`src/rtl/proj_sig_stream.sv`:
```
// Frame sequencer and 2-stage multiplicative hash feeding the MinHash smallest-K sorter.
// Emits one (signature, index) pair per accepted word, with clear/done pulses around each frame.
module proj_sig_stream #(
  parameter int          DATA_LEN      = 32,
  parameter int          SIGNATURE_LEN = 32,
  parameter int          INDICE_LEN    = 8,
  parameter logic [31:0] HASH_A        = 32'h9E3779B1,
  parameter logic [31:0] HASH_B        = 32'h7F4A7C15
) (
  input  logic                     clk,
  input  logic                     rst,
  input  logic                     in_valid,
  output logic                     in_ready,
  input  logic [DATA_LEN-1:0]      in_data,
  input  logic                     in_last,
  output logic                     out_valid,
  output logic [SIGNATURE_LEN-1:0] out_signature,
  output logic [INDICE_LEN-1:0]    out_index,
  output logic                     out_sorter_clr,
  output logic                     frame_done,
  output logic                     idx_overflow
);

  localparam int PROD_LEN = DATA_LEN + SIGNATURE_LEN;
  localparam logic [SIGNATURE_LEN-1:0] SIG_ONES = {SIGNATURE_LEN{1'b1}};
  localparam logic [SIGNATURE_LEN-1:0] SIG_CAP  = {{(SIGNATURE_LEN-1){1'b1}}, 1'b0};
  localparam logic [INDICE_LEN-1:0]    IDX_MAX  = {INDICE_LEN{1'b1}};

  typedef enum logic [2:0] {IDLE, CLEAR, RUN, DRAIN, DONE} state_t;

  state_t                   state;
  logic                     accept;
  logic [INDICE_LEN-1:0]    idx_cnt;
  logic                     v1;
  logic [PROD_LEN-1:0]      p1;
  logic [INDICE_LEN-1:0]    idx1;
  logic                     v2;
  logic [SIGNATURE_LEN-1:0] s2;
  logic [INDICE_LEN-1:0]    idx2;

  // Fold the high product half onto the low half, then offset.
  function automatic logic [SIGNATURE_LEN-1:0] mix(input logic [PROD_LEN-1:0] p);
    logic [SIGNATURE_LEN-1:0] hi;
    hi = SIGNATURE_LEN'(p[PROD_LEN-1 -: DATA_LEN]);
    return (p[SIGNATURE_LEN-1:0] ^ hi) + SIGNATURE_LEN'(HASH_B);
  endfunction

  assign accept = in_valid & in_ready;

  always_ff @(posedge clk) begin
    if (rst) begin
      state          <= IDLE;
      in_ready       <= 1'b0;
      out_sorter_clr <= 1'b0;
      frame_done     <= 1'b0;
      idx_cnt        <= '0;
      idx_overflow   <= 1'b0;
    end else begin
      out_sorter_clr <= 1'b0;
      frame_done     <= 1'b0;
      case (state)
        IDLE, DONE: begin
          state          <= CLEAR;
          out_sorter_clr <= 1'b1;
          idx_cnt        <= '0;
          idx_overflow   <= 1'b0;
        end
        CLEAR: begin
          state    <= RUN;
          in_ready <= 1'b1;
        end
        RUN: begin
          if (accept) begin
            idx_cnt <= idx_cnt + 1'b1;
            if (idx_cnt == IDX_MAX && !in_last) idx_overflow <= 1'b1;
            if (in_last) begin
              state    <= DRAIN;
              in_ready <= 1'b0;
            end
          end
        end
        // Hold off the done pulse until the last word has cleared both hash stages.
        DRAIN: begin
          if (!v1 && !v2) begin
            state      <= DONE;
            frame_done <= 1'b1;
          end
        end
        default: begin
          state    <= IDLE;
          in_ready <= 1'b0;
        end
      endcase
    end
  end

  always_ff @(posedge clk) begin
    if (rst) begin
      v1            <= 1'b0;
      p1            <= '0;
      idx1          <= '0;
      v2            <= 1'b0;
      s2            <= '0;
      idx2          <= '0;
      out_valid     <= 1'b0;
      out_signature <= '0;
      out_index     <= '0;
    end else begin
      v1 <= accept;
      if (accept) begin
        p1   <= PROD_LEN'(HASH_A) * PROD_LEN'(in_data);
        idx1 <= idx_cnt;
      end
      v2 <= v1;
      if (v1) begin
        s2   <= mix(p1);
        idx2 <= idx1;
      end
      // All-ones is the sorter's empty marker, so it is never emitted as a signature.
      out_valid <= v2;
      if (v2) begin
        out_signature <= (s2 == SIG_ONES) ? SIG_CAP : s2;
        out_index     <= idx2;
      end
    end
  end

endmodule

```
`config.mk`:
```
export PLATFORM = sky130hd
export DESIGN_NAME = proj_sig_stream
export DESIGN_NICKNAME = d
export VERILOG_FILES = /design/src/rtl/proj_sig_stream.sv
export SDC_FILE = /design/constraint.sdc
export NUM_CORES = 2
export LEC_CHECK = 0
export BUFFER_PORTS_ARGS = -buffer_cell sky130_fd_sc_hd__buf_2
export CORE_AREA = 2 2 208 210
export CTS_BUF_LIST = sky130_fd_sc_hd__clkbuf_4 sky130_fd_sc_hd__clkbuf_8
export CTS_CLUSTER_SIZE = 14
export DETAILED_ROUTE_END_ITERATION = 10
export DIE_AREA = 0 0 210 212
export GPL_ROUTABILITY_DRIVEN = 0
export GPL_TIMING_DRIVEN = 0
export HOLD_SLACK_MARGIN = 0.1
export MAX_ROUTING_LAYER = met4
export PLACE_DENSITY = 0.82
export SLEW_MARGIN = 15
export SYNTH_ARGS = -nofsm -noshare
export SYNTH_HDL_FRONTEND = slang
export SYNTH_SLANG_ARGS = --single-unit
```
`constraint.sdc`:
```
create_clock -name clk -period 6.9 [get_ports clk]
set_input_delay 0.345 -clock clk [delete_from_list [all_inputs] [get_ports clk]]
set_output_delay 0.345 -clock clk [all_outputs]
set_load 0.05 [all_outputs]
```
==> metrics.cfg <==
[run_status]
status=completed

[hold_path]
holdPathStages=3
min_to=idx_overflow$_SDFFE_PP0P_
holdCritStartpoint=in_last
min_path_type=input port to flop

[run]
max-cap-violations=0

[logic_synthesis]
synth_area_sq_mm=0.0246
synth_edf_count=0
synth_cells=2594
synth_nets=3406
synth.distinct_cells=64
syn_avg_cell_area_sq_um=9.47
yosysSeqAreaShare_pct=13.9
async_flop_share_pct=0
synth_seq_cells=170
synthFlopType=dfxtp_1
ys_warn_count=0

[timing]
setup_violations=0
grt_setup_unrepaired=true
worst_slew_pin_slew_ns=0.759
fmax_ghz=0.146
fin_crit_ns=6.83
finalHoldViolCount=0
clock_skew_ns=0.00960
fin_crit_sh_pct=98.9
slew_headroom_pct=49.4
drv_slew=0

[placed_design]
dp_hpwl_mm=57.7
numPortBuffers=80
dp.cells=3220

[clock_network]
ctsLongestPathBuffers=2
ctsHoldBuffers=0
cts_tree=built
clock-sinks=170
root_buffer=clkbuf_8
numCtsBuffers=17
clkSlewWorstSetupHoldPaths_ns=0.09
htreeDepth=4
clkLatencyLatePin_ns=0.46

[worst_setup_path]
crit_path_max_incr_delay_ns=0.61
crit_fanout=8
rr_startpoint=p1[10]$_SDFFE_PP0P_
worst_ep_arrival_time_ns=7.19
end_kind=flop
cp-start-kind=input port
critical_path_buf_inv_count=6
reg2reg_depth=9
crit_chain=clkbuf_4, inv_1, fa_2, buf_4, fa_1, inv_1, fa_1, fa_1, fa_1, fa_1, fa_1, inv_1, fa_1, inv_1, ha_4, a21oi_4, nand2_1, a221o_1, a21oi_1, o21a_1, a21oi_2, or2_1, a31o_2, a221o_1
path_class=input port to flop
cpMaxStageDelayCell=fa_1
cpLargestDelayFamily=adder cells
worstReg2RegEnd=s2[25]$_SDFFE_PP0P_
crit_top_cell=fa_1
rrSetupSlack_ns=4.24
critPathRequiredTime_ns=7.26

[floorplan]
dieWidth_um=210
ios=81
die_h_um=212
dieArea_sq_mm=0.0445
start_util_pct=57.8
core-area_sq_mm=0.0425
rows=76

[grt]
grt_usage_pct=31.6
grt_pass1_wl_mm=105
grt_max_degree=17
grt_pass1_vias=20000
grt_overflow=0
antenna_found_initial=2

[detailed_routing]
dr.pass1.iters=6
drt-vias-per-instance=5.79
drcViolationCount=0
ant_nets=0
drt_wl_total_mm=67.1
wl_per_cell_um=20.6
drt_iter0_drc=1543
num_vias=18900

[final_layout]
area_growth_pct=7.87
layout-drive-gt1-share_pct=7.83
layout.cells.non_filler=3256
final_net_count=3506

worst register-to-register path: stages, from the launching register on:
cell,delay [ns]
dfxtp_1,0.35
xnor2_1,0.41
nand4_1,0.20
nor2_1,0.24
o31a_1,0.28
o21ai_2,0.13
a21oi_1,0.50
o2111ai_1,0.19
o31a_1,0.15
a21oi_1,0.14
flip-flops by register name, summed over array words and instances, names as in the netlist, 3 cells and up:
| name | count |
|---|---|
| out_signature | 32 |
| idx2 | 8 |
| p1 | 64 |
| out_index | 8 |
| s2 | 32 |
| idx_cnt | 8 |
| state | 3 |
| idx1 | 8 |
through the flow:
stage	setup slack (ns)	setup TNS (ns)	hold WS [ns]	util, %	instance area (sq um)
3_3_place_gp	-1.03	-17.92	0.444	60.3	25700
5_1_grt	-0.107	-0.235	0.227	62.3	26500
6_report	0.0739	0	0.213	62.4	26500
3_5_place_dp	-1.13	-22.18	0.442	60.3	25700
4_1_cts	0.00161	0	0.188	61.4	26100
2_1_floorplan	0.0449	0	0.436	-	24600
layer usage:
layer,track usage [%],vias to the layer above,part of all wire (%)
met3,5.20,295,8.4
li1,-,8399,-
met2,54.0,991,48
met4,14.1,0,5.5
met1,37.1,9179,38
met5,-,-,0
cells in the final DEF (no fill, tap or decap), types with 14 or more instances in the layout:
cell type / n
inv_1: 589
fa_1: 417
ha_1: 328
nand2_1: 185
dfxtp_1: 170
nor2_1: 145
a21oi_1: 133
buf_2: 66
mux2i_1: 63
xnor2_1: 63
o21ai_0: 61
xor2_1: 46
clkbuf_1: 40
nand4_1: 34
a21o_1: 30
nand3_1: 22
clkbuf_8: 17
nor3_1: 16
buf_4: 16
or3_1: 14
ha_2: 14
logic make-up (layout without fill, tap and decap cells):
| kind of cell | count (synthesis) | count (layout) | synth area share, % |
|---|---|---|---|
| mux | 63 | 63 | 2.57 |
| compound gates | 331 | 331 | 8.16 |
| simple gates | 484 | 484 | 8.89 |
| other cells | 0 | 3 | 0 |
| xor+xnor | 109 | 109 | 3.89 |
| fa+ha+maj | 776 | 776 | 52.5 |
| buf+inv | 661 | 774 | 10.1 |
| flops | 170 | 170 | 13.9 |
cell usage after synthesis (3+ instances only):
| library cell | n | area [sq um] |
|---|---|---|
| clkbuf_1 | 52 | 195 |
| dfxtp_1 | 170 | 3400 |
| a211oi_1 | 14 | 105 |
| and2_1 | 5 | 31.3 |
| o31ai_2 | 3 | 37.5 |
| or3_1 | 14 | 87.6 |
| mux2i_1 | 63 | 631 |
| o21bai_1 | 13 | 97.6 |
| nor3_1 | 19 | 95.1 |
| o31a_1 | 3 | 26.3 |
| a31oi_1 | 13 | 81.3 |
| fa_1 | 426 | 8530 |
| a21boi_0 | 3 | 22.5 |
| a311oi_1 | 4 | 35.0 |
| xor2_1 | 46 | 403 |
| a21oi_1 | 143 | 716 |
| and3_1 | 5 | 31.3 |
| nand3_1 | 22 | 110 |
| o2111ai_1 | 3 | 26.3 |
| nand2b_1 | 9 | 56.3 |
| buf_1 | 11 | 41.3 |
| and4_1 | 4 | 35.0 |
| nor2b_1 | 9 | 56.3 |
| nand4_1 | 34 | 213 |
| a21o_1 | 30 | 225 |
| nand2_1 | 185 | 694 |
| or2_2 | 9 | 56.3 |
| inv_1 | 596 | 2240 |
| ha_1 | 350 | 4380 |
| o21a_1 | 3 | 22.5 |
| nor2_1 | 146 | 548 |
| nand3b_1 | 4 | 30.0 |
| xnor2_1 | 63 | 552 |
| o21ai_1 | 5 | 25.0 |
| nor4_1 | 7 | 43.8 |
| o21ai_0 | 66 | 330 |
| nor3b_1 | 5 | 37.5 |
repair_timing:
action                                  in CTS  in global routing
setup buffers                                1                 12
gates resized for setup                     26                 82
pin swaps                                    3                 16
endpoints found under the setup margin      22                 27
how the worst max path moves through the flow:
stage | cells after the start | startpoint | endpoint
final | 24 | in_data[21] | p1[56]$_SDFFE_PP0P_
after detailed placement | 25 | in_data[20] | p1[49]$_SDFFE_PP0P_
after global routing | 25 | in_data[21] | p1[62]$_SDFFE_PP0P_
after floorplan | 25 | in_data[20] | p1[56]$_SDFFE_PP0P_
after global placement | 25 | in_data[20] | p1[49]$_SDFFE_PP0P_
after CTS | 26 | in_data[14] | p1[56]$_SDFFE_PP0P_
cell type report:
| class | instances | area, sq um |
|---|---|---|
| clock inverters | 14 | 160 |
| flip-flops and latches | 170 | 3400 |
| multi-input cells | 1763 | 19000 |
| well taps | 546 | 683 |
| clock buffers | 18 | 241 |
| plain buffers | 52 | 196 |
| inverters | 597 | 2240 |
| diodes | 3 | 7.51 |
| fillers | 3271 | 16000 |
| repair buffers | 93 | 547 |
Power is left out: the tool's default activity adds up to more than one toggle a clock period on the data nets, which glitch-free logic cannot reach.
